### config.mk
export PLATFORM = sky130hd
export DESIGN_NAME = wb_stage_ctrl
export DESIGN_NICKNAME = d
export VERILOG_FILES = /design/src/rtl/wb_pkg.sv /design/src/rtl/wb_stage_ctrl_load_extend.sv /design/src/rtl/wb_stage_ctrl.sv
export SDC_FILE = /design/constraint.sdc
export NUM_CORES = 1
export LEC_CHECK = 0
export ABC_AREA = 1
export CAP_MARGIN = 25
export CORE_MARGIN = 2
export CORE_UTILIZATION = 35
export CTS_CLUSTER_SIZE = 14
export DETAILED_ROUTE_END_ITERATION = 7
export HOLD_SLACK_MARGIN = 0.02
export MAX_ROUTING_LAYER = met4
export PLACE_DENSITY = 0.74
export SYNTH_ARGS = -nofsm -noshare
export SYNTH_HDL_FRONTEND = slang
export SYNTH_SLANG_ARGS = --single-unit
### constraint.sdc
create_clock -name clk -period 2 [get_ports clk]
set_clock_uncertainty 0.1 [all_clocks]
set_input_delay 0.4 -clock clk [delete_from_list [all_inputs] [get_ports clk]]
set_output_delay 0.4 -clock clk [all_outputs]
set_load 0.02 [all_outputs]
### src/rtl/wb_pkg.sv
// wb_pkg: shared types and constants for the writeback stage.
package wb_pkg;
  typedef enum logic [1:0] {
    SRC_ALU  = 2'd0,
    SRC_LOAD = 2'd1,
    SRC_PC4  = 2'd2,
    SRC_IMM  = 2'd3
  } result_src_e;
  typedef enum logic [1:0] {IDLE, WAIT_LOAD, DRAIN} wb_state_e;
  localparam logic [2:0] F3_LB  = 3'b000;
  localparam logic [2:0] F3_LH  = 3'b001;
  localparam logic [2:0] F3_LW  = 3'b010;
  localparam logic [2:0] F3_LBU = 3'b100;
  localparam logic [2:0] F3_LHU = 3'b101;
endpackage

### src/rtl/wb_stage_ctrl_load_extend.sv
// load_extend: shifts the loaded word by the byte offset and sign/zero-extends per funct3.
module load_extend
  import wb_pkg::*;
(
  input  logic [2:0]  funct3,
  input  logic [1:0]  offset,
  input  logic [31:0] word,
  output logic [31:0] data,
  output logic        illegal
);
  logic [31:0] s;
  assign s = word >> {offset, 3'b000};
  always_comb begin
    illegal = !(funct3 inside {F3_LB, F3_LH, F3_LW, F3_LBU, F3_LHU});
    data = funct3 == F3_LB  ? {{24{s[7]}}, s[7:0]} :
           funct3 == F3_LH  ? {{16{s[15]}}, s[15:0]} :
           funct3 == F3_LBU ? {24'b0, s[7:0]} :
           funct3 == F3_LHU ? {16'b0, s[15:0]} : s;
  end
endmodule

### src/rtl/wb_stage_ctrl.sv
// wb_stage_ctrl: registered RV32I writeback stage with variable-latency load wait,
// flush and load timeout.
module wb_stage_ctrl
  import wb_pkg::*;
#(
  parameter int XLEN    = 32,
  parameter int SRC_W   = 2,
  parameter int TIMEOUT = 64
) (
  input  logic             clk,
  input  logic             rst_n,
  input  logic             m_valid_i,
  output logic             m_ready_o,
  input  logic             m_reg_write_i,
  input  logic [4:0]       m_rd_i,
  input  logic [SRC_W-1:0] m_result_src_i,
  input  logic [XLEN-1:0]  m_alu_result_i,
  input  logic [XLEN-1:0]  m_pc_plus4_i,
  input  logic [XLEN-1:0]  m_imm_i,
  input  logic [2:0]       m_funct3_i,
  input  logic             mem_rvalid_i,
  input  logic [XLEN-1:0]  mem_rdata_i,
  input  logic             flush_i,
  output logic             rf_we_o,
  output logic [4:0]       rf_rd_o,
  output logic [XLEN-1:0]  rf_wdata_o,
  output logic             load_timeout_o,
  output logic             err_o
);
  localparam int CW = $clog2(TIMEOUT);
  wb_state_e state, state_nx;
  logic [CW-1:0] cnt, cnt_nx;
  logic [4:0] ld_rd, rd_nx;
  logic ld_we;
  logic [2:0] ld_f3;
  logic [1:0] ld_off;
  logic we_nx, to_nx, err_nx, accept, is_load, ext_ill;
  logic [XLEN-1:0] wdata_nx;
  logic [31:0] ext_data;

  load_extend u_ext (
    .funct3(ld_f3), .offset(ld_off), .word(mem_rdata_i[31:0]),
    .data(ext_data), .illegal(ext_ill)
  );

  assign m_ready_o = state == IDLE;
  assign accept = m_valid_i && m_ready_o && !flush_i;
  assign is_load = m_result_src_i == SRC_W'(SRC_LOAD);

  always_comb begin
    state_nx = state;
    cnt_nx = cnt;
    we_nx = 1'b0;
    rd_nx = rf_rd_o;
    wdata_nx = rf_wdata_o;
    to_nx = 1'b0;
    err_nx = 1'b0;
    case (state)
      IDLE: begin
        err_nx = mem_rvalid_i;
        if (accept && is_load) begin
          state_nx = WAIT_LOAD;
          cnt_nx = '0;
        end else if (accept) begin
          we_nx = m_reg_write_i && m_rd_i != 5'd0;
          rd_nx = m_rd_i;
          wdata_nx = m_result_src_i == SRC_W'(SRC_PC4) ? m_pc_plus4_i :
                     m_result_src_i == SRC_W'(SRC_IMM) ? m_imm_i : m_alu_result_i;
        end
      end
      WAIT_LOAD: begin
        cnt_nx = cnt + 1'b1;
        // A response consumes the load even when flushed, so no drain is needed.
        if (mem_rvalid_i) begin
          state_nx = IDLE;
          if (!flush_i) begin
            we_nx = ld_we && ld_rd != 5'd0;
            rd_nx = ld_rd;
            wdata_nx = XLEN'(ext_data);
            err_nx = ext_ill;
          end
        end else if (flush_i) begin
          state_nx = DRAIN;
        end else if (cnt == CW'(TIMEOUT - 1)) begin
          state_nx = DRAIN;
          to_nx = 1'b1;
        end
      end
      DRAIN: state_nx = mem_rvalid_i ? IDLE : DRAIN;
      default: state_nx = IDLE;
    endcase
  end

  always_ff @(posedge clk or negedge rst_n) begin
    if (!rst_n) begin
      state <= IDLE;
      cnt <= '0;
      ld_rd <= '0;
      ld_we <= 1'b0;
      ld_f3 <= '0;
      ld_off <= '0;
      rf_we_o <= 1'b0;
      rf_rd_o <= '0;
      rf_wdata_o <= '0;
      load_timeout_o <= 1'b0;
      err_o <= 1'b0;
    end else begin
      state <= state_nx;
      cnt <= cnt_nx;
      if (accept && is_load) begin
        ld_rd <= m_rd_i;
        ld_we <= m_reg_write_i;
        ld_f3 <= m_funct3_i;
        ld_off <= m_alu_result_i[1:0];
      end
      rf_we_o <= we_nx;
      rf_rd_o <= rd_nx;
      rf_wdata_o <= wdata_nx;
      load_timeout_o <= to_nx;
      err_o <= err_nx;
    end
  end
endmodule
==> results.sh, run 1 <==
export IMPL_num_vias=4995
export IMPL_total_power_mw=9.07
export IMPL_synth_seq_area_share_pct=34.4
export IMPL_initialDrtViolationCount=367
export IMPL_cp_end_kind="output port"
export IMPL_syn_avg_cell_area_um2=6.08
export IMPL_path_max_fanout=3
export IMPL_cp_top_family="buffers and inverters"
export IMPL_crit_chain="inv_1 > ha_1 > dlygate4sd2_1"
export IMPL_synthTopCellsByCount="361 x nand2_1, 62 x nand3_1, 59 x dfrtp_1, 48 x nor2_1, 44 x inv_1"
export IMPL_critPathKind="flip-flop to output port"
export IMPL_grt_pass1_vias=4741
export IMPL_grt_max_degree=39
export IMPL_final_setup_viol_count=0
export IMPL_regArea_um2=1480
export IMPL_r2r_end="rf_wdata_o[8]"
export IMPL_period_needed_ns=1.92
export IMPL_tns_ns=0
export IMPL_yosysTopAreaCell="dfrtp_1"
export IMPL_slew_viol_final=0
export IMPL_dr_pass1_iters=5
export IMPL_peakVddDrop_mv=0.577
export IMPL_io_buffers=184
export IMPL_synth_cell_types=27
export IMPL_cts_sinks=59
export IMPL_crit_buf_inv=2
export IMPL_cts_tree="done"
export IMPL_fill_cells=1157
export IMPL_dieWidth_um=115
export IMPL_die_area_um2=13200
export IMPL_slowest_delay_ns=0.39
export IMPL_clk_pin_slew_ns=0.05
export IMPL_nets=1039
export IMPL_reg2reg_depth=11
export IMPL_worstReg2RegStart="state[1]"
export IMPL_clock_latency_ns=0.33
export IMPL_whs_endpoint="rf_wdata_o[15]"
export IMPL_placed_area_um2=6380
export IMPL_io_pins=185
export IMPL_hold_class="flip-flop to flip-flop"
export IMPL_track_usage_pct=23.1
export IMPL_rsz0062_at_grt="true"
export IMPL_multi_input_comb_area_um2=2400
export IMPL_async_flop_share_pct=100
export IMPL_yosys_warnings=0
export IMPL_p_per_area_nw_per_um2=1360
export IMPL_cts_buffers=9
export IMPL_synth_edf_count=0
export IMPL_p_leak_nw=3.31
export IMPL_slowest_stage="dfrtp_1"
export IMPL_fin_area_um2=6690
export IMPL_grt_overflow=0
export IMPL_start_util_pct=35.7
export IMPL_synth_fp_nets=854
export IMPL_maxCapViolCount=0
export IMPL_ys_ff_latch=59
export IMPL_area_delta_synth_final_pct=56.1
export IMPL_num_rows=40
export IMPL_min_from="rf_wdata_o[15]"
export IMPL_fin_crit_sh_pct=96.1
export IMPL_outcome="complete, no violations"
export IMPL_synth_area_leaders="dfrtp_1 34%, nand2_1 32%, nand3_1 7.2%, nor2_1 4.2%, inv_1 3.9%"
export IMPL_drc=0
export IMPL_viasPerCell=4.80
export IMPL_crit_required_ns=1.50
export IMPL_synth_top_area_share_pct=34.4
export IMPL_htree_levels=3
export IMPL_rrSetupSlack_ns=0.14
export IMPL_cts_root_buf="clkbuf_16"
export IMPL_grt_pass1_wl_mm=23.1
export IMPL_antenna_found_initial=0
export IMPL_synth_ff_type="dfrtp_1"
export IMPL_synth_cell_area_um2=4290
export IMPL_post_cts_buffers=0
export IMPL_die_h_um=115
export IMPL_ant_nets=0
export IMPL_timing_fmax_mhz=520
export IMPL_antenna_cells=0
export IMPL_tightest_slew_ns=0.558
export IMPL_routedWlPerCell_um=14.1
export IMPL_synth_most_common_cell="nand2_1"
export IMPL_synthCells=705
export IMPL_min_path_cells=2
export IMPL_worstPathArrival_ns=1.42
export IMPL_gp_congestion=0.862
export IMPL_core_um2=12000
export IMPL_slew_headroom_pct=62.8
export IMPL_hpwl_mm=11.3
export IMPL_hold_ws_ns=0.373
export IMPL_fin_util_pct=55.7
export IMPL_wirelength_mm=14.7
export IMPL_drive_above_1_share_pct=6.83
export IMPL_startpoint_type="flip-flop"
export IMPL_cts_max_path_buffers=2
export IMPL_hold_violations=0
registers in the layout (all words and copies together) (netlist names):
name,cells
rf_wdata_o,32
cnt,6
state,2
err_o,1
ld_off,2
load_timeout_o,1
ld_rd,5
rf_we_o,1
rf_rd_o,5
ld_f3,3
ld_we,1
worst max path at each step:
stage / start / endpoint / slack [ns] / cells past startpoint
floorplan: state[0] / cnt[5] / 0.24 / 9
global placement: m_result_src_i[1] / rf_wdata_o[8] / 0.07 / 9
detailed placement: m_result_src_i[1] / rf_wdata_o[8] / 0.02 / 9
CTS: state[1] / m_ready_o / 0.07 / 3
global route: state[1] / rf_wdata_o[26] / -0.03 / 11
finish: state[1] / m_ready_o / 0.08 / 3
layout make-up:
| class | instances | area share, % |
|---|---|---|
| tap | 147 | 2.75 |
| clock inverter | 2 | 0.523 |
| sequential | 59 | 22.1 |
| inverter | 48 | 2.73 |
| multi-input combinational | 560 | 35.9 |
| timing repair buffer | 212 | 32.1 |
| clock buffer | 12 | 3.98 |
metrics by stage:
| stage | instances | worst slack, ns |
|---|---|---|
| global route | 1040 | -0.0253 |
| finish | 1040 | 0.0782 |
| floorplan | 705 | 0.241 |
| detailed placement | 1025 | 0.0165 |
| CTS | 1040 | 0.0704 |
| global placement | 1025 | 0.0682 |
what timing repair did:
| action | CTS | global route |
|---|---|---|
| endpoints found under the hold margin | 18 | 0 |
| gates resized for setup | 1 | 0 |
| hold buffers | 1 | 0 |
| endpoints found under the setup margin | 1 | 8 |
tightest hold or removal path, cell delays in order, from the launching register on:
cell     delay [ns]
dfrtp_1        0.34
nand2_1        0.05
nand2_1        0.05
logic make-up after synthesis:
| group | count (synthesis) | share of synthesized area (%) |
|---|---|---|
| simple gates | 491 | 46.6 |
| buf+inv | 86 | 9.66 |
| compound gates | 64 | 7.91 |
| flops | 59 | 34.4 |
| fa+ha+maj | 5 | 1.46 |
layout by cell type, fill, tap and decap left out, drive strengths merged:
cell	synthesis	routed
nand4	4	4
o211ai	3	3
nor2	51	51
buf	31	28
inv	48	48
a21oi	23	23
clkdlybuf4s50	0	182
nand2	366	366
ha	5	5
clkinv	0	1
dlygate4sd3	0	1
nor3	3	3
clkbuf	7	12
dlygate4sd2	0	1
bufinv	0	1
o21ai	38	38
nor4	1	1
or2	1	1
nand3	65	65
dfrtp	59	59
report_power, final:
group,total [mW],switching [mW],internal (mW),leakage (nW)
registers,2.06,0.335,1.72,0.748
clock network,1.57,0.522,1.05,0.151
logic,5.45,3.23,2.22,2.41
total,9.07,4.08,4.99,3.31
per-layer routing:
metal	wire, µm	global-route usage (%)
met5	0	-
met4	263	6.99
met3	952	4.39
met2	6980	37.5
met1	6520	29.3
Note: power is estimated with default switching activity, not from simulation.
==> run 2, diff against run 1 <==
--- a/config.mk
+++ b/config.mk
@@ -6,6 +6,7 @@
 export NUM_CORES = 1
 export LEC_CHECK = 0
 export ABC_AREA = 1
+export ABC_CLOCK_PERIOD_IN_PS = 2000
 export CAP_MARGIN = 25
 export CORE_MARGIN = 2
 export CORE_UTILIZATION = 35
==> results of run 2 <==
Final layout, timing and power as in run 1 (identical DEF).
==> run 3, diff against run 2 <==
--- a/config.mk
+++ b/config.mk
@@ -5,7 +5,6 @@
 export SDC_FILE = /design/constraint.sdc
 export NUM_CORES = 1
 export LEC_CHECK = 0
-export ABC_AREA = 1
 export ABC_CLOCK_PERIOD_IN_PS = 2000
 export CAP_MARGIN = 25
 export CORE_MARGIN = 2
@@ -14,7 +13,8 @@
 export DETAILED_ROUTE_END_ITERATION = 7
 export HOLD_SLACK_MARGIN = 0.02
 export MAX_ROUTING_LAYER = met4
-export PLACE_DENSITY = 0.74
+export PLACE_DENSITY = 0.75
+export SKIP_LAST_GASP = 1
 export SYNTH_ARGS = -nofsm -noshare
 export SYNTH_HDL_FRONTEND = slang
 export SYNTH_SLANG_ARGS = --single-unit
==> run 3 against run 2 <==
Non-clock buffer count grew 10. Flip-flop and latch count is the same. Routed wire length shrank 4.6%. Largest power group unchanged. Final cell count shrank 21%. Maximum frequency grew 0.40%. Combinational power shrank 2%. Die area shrank 3.6%. Clock-buffer cell count shrank 2.
==> results.sh, run 3 <==
export IMPL_io_pins=185
export IMPL_htree_levels=3
export IMPL_grt_max_degree=65
export IMPL_critPathKind="flip-flop to output port"
export IMPL_hpwl_mm=10.7
export IMPL_wirelength_mm=14.0
export IMPL_dr_pass1_iters=4
export IMPL_synth_top_area_share_pct=35.8
export IMPL_period_needed_ns=1.91
export IMPL_hold_class="flip-flop to flip-flop"
export IMPL_nets=820
export IMPL_path_max_fanout=7
export IMPL_cts_max_path_buffers=2
export IMPL_cp_end_kind="output port"
export IMPL_drc=0
export IMPL_cts_root_buf="clkbuf_16"
export IMPL_synth_seq_area_share_pct=35.8
export IMPL_start_util_pct=36.0
export IMPL_p_per_area_nw_per_um2=1370
export IMPL_synth_top_family_by_area="compound AO/OA/AOI/OAI gates"
export IMPL_viasPerCell=5.50
export IMPL_fin_area_um2=6710
export IMPL_grt_overflow=0
export IMPL_tightest_slew_ns=0.613
export IMPL_antenna_cells=0
export IMPL_synthTopCellsByCount="69 x mux2i_1, 66 x o21ai_0, 64 x nor2_1, 59 x dfrtp_1, 42 x a21oi_1"
export IMPL_startpoint_type="flip-flop"
export IMPL_mostFrequentLayoutCells="180 x clkdlybuf4s50_1, 69 x mux2i_1, 64 x o21ai_0"
export IMPL_slew_viol_final=0
export IMPL_dp_cells=800
export IMPL_synth_cell_types=37
export IMPL_timing_fmax_mhz=522
export IMPL_worstReg2RegStart="state[0]"
export IMPL_synthSimpleGateAreaFrac_pct=10.3
export IMPL_largest_reg_flops=32
export IMPL_synth_xor_area_share_pct=0
export IMPL_die_area_um2=12700
export IMPL_total_power_mw=9.21
export IMPL_track_usage_pct=22.6
export IMPL_rrSetupSlack_ns=0.10
export IMPL_grt_pass1_vias=4653
export IMPL_die_h_um=113
export IMPL_p_leak_nw=2.79
export IMPL_outcome="complete, no violations"
export IMPL_fin_crit_sh_pct=95.7
export IMPL_area_delta_synth_final_pct=62.5
export IMPL_placed_area_um2=6320
export IMPL_synth_mux_area_fraction_pct=20.0
export IMPL_num_rows=39
export IMPL_cts_buffers=9
export IMPL_drive_above_1_share_pct=12.3
export IMPL_syn_avg_cell_area_um2=8.57
export IMPL_synth_fp_nets=631
export IMPL_top_register="rf_wdata_o"
export IMPL_final_setup_viol_count=0
export IMPL_min_path_cells=2
export IMPL_reg2reg_depth=6
export IMPL_top_regs="rf_wdata_o x32, cnt x6"
export IMPL_whs_endpoint="rf_wdata_o[31]"
export IMPL_maxCapViolCount=0
export IMPL_layout_commonest_cell="clkdlybuf4s50_1"
export IMPL_num_vias=4501
export IMPL_crit_required_ns=1.50
export IMPL_slew_headroom_pct=59.1
export IMPL_min_from="rf_wdata_o[31]"
export IMPL_routedWlPerCell_um=17.1
export IMPL_yosys_warnings=0
export IMPL_synth_edf_count=0
export IMPL_grt_pass1_wl_mm=22.5
export IMPL_cts_tree="done"
export IMPL_r2r_end="rf_wdata_o[11]"
export IMPL_synth_compound_area_share_pct=27.1
export IMPL_synth_area_leaders="dfrtp_1 36%, mux2i_1 17%, o21ai_0 8.0%, o31ai_1 6.4%, nor2_1 5.8%"
export IMPL_synth_most_common_cell="mux2i_1"
export IMPL_synthCells=482
export IMPL_dieWidth_um=113
export IMPL_worstPathArrival_ns=1.41
export IMPL_clock_latency_ns=0.32
export IMPL_async_flop_share_pct=100
export IMPL_synth_ff_type="dfrtp_1"
export IMPL_peakVddDrop_mv=0.786
export IMPL_gp_congestion=0.859
export IMPL_clk_pin_slew_ns=0.05
export IMPL_antenna_found_initial=0
export IMPL_tns_ns=0
export IMPL_ant_nets=0
export IMPL_synth_adder_area_share_pct=1.52
export IMPL_cts_sinks=59
export IMPL_hold_violations=0
export IMPL_initialDrtViolationCount=181
export IMPL_stdcell_count=819
export IMPL_synth_cell_area_um2=4130
export IMPL_core_um2=11500
export IMPL_io_buffers=184
export IMPL_ys_ff_latch=59
export IMPL_yosysTopAreaCell="dfrtp_1"
-- run 3: changes by cell type in the layout (fill, tap and decap cells not counted), moves of 7 or more --
cell | before | now
a211oi_1 | 0 | 7
a21oi_1 | 23 | 42
a31oi_1 | 0 | 16
buf_4 | 19 | 30
inv_1 | 44 | 9
mux2_2 | 0 | 12
mux2i_1 | 0 | 69
nand2_1 | 361 | 9
nand3_1 | 62 | 2
nor2_1 | 48 | 63
o21ai_0 | 33 | 64
o2bb2ai_1 | 0 | 7
o31ai_1 | 0 | 33
-- run 3: cell type report --
class                      instances  area, µm²
multi-input combinational        368       2490
tap                              143        179
clock buffer                      10        239
sequential                        59       1480
timing repair buffer             222       2190
fill                            1024       4760
inverter                          11       41.3
clock inverter                     6       88.8
-- run 3: critical path, stage by stage (launching register included) --
cell and delay (ns):
dfrtp_1 0.38, inv_2 0.09, buf_6 0.12, ha_4 0.16, dlygate4sd2_1 0.34
-- run 3: kinds of logic after synthesis --
logic type	Yosys count
AND/OR/NAND/NOR	96
buffers and inverters	55
multiplexers	81
AO/OA/AOI/OAI	186
flip-flops	59
adder cells (fa/ha/maj)	5
-- run 3: stage by stage --
stage	hold slack (ns)	setup slack, ns	utilization, %
finish	0.408	0.0859	58.5
global route	0.445	-0.00591	58.5
CTS	0.413	0.0268	58.1
detailed placement	0.326	-0.181	55.1
global placement	0.319	-0.0738	55.1
floorplan	0.00441	0.00621	-
-- run 3: where the power goes --
group          total [mW]  switching (mW)  internal [mW]
logic                5.35            2.84           2.50
registers            2.17           0.404           1.77
clock network        1.69           0.566           1.12
total                9.21            3.82           5.39
-- run 3: routing by layer --
layer  share of wire [%]  vias up  GRT usage (%)
li1                    -     2166              -
met1                  41     2145           27.1
met2                  51      165           38.8
met3                 5.4       25           3.46
met4                 2.2        0           7.56
met5                   0        -              -
-- run 3: timing repair --
item                                    CTS  global route
gates cloned                              0             0
pin swaps                                 1             2
endpoints found under the setup margin   28            37
buffers inserted                          0             2
hold buffers                              1             0
gates resized for setup                   3             9
hold endpoints to repair                 23             0
-- run 3: worst max-delay path by stage --
stage / startpoint / slack, ns / endpoint
finish: state[1] / 0.09 / m_ready_o
detailed placement: mem_rdata_i[31] / -0.18 / rf_wdata_o[9]
CTS: state[0] / 0.03 / cnt[5]
floorplan: state[1] / 0.006 / rf_wdata_o[8]
global route: state[0] / -0.006 / rf_wdata_o[10]
global placement: mem_rdata_i[15] / -0.07 / rf_wdata_o[10]
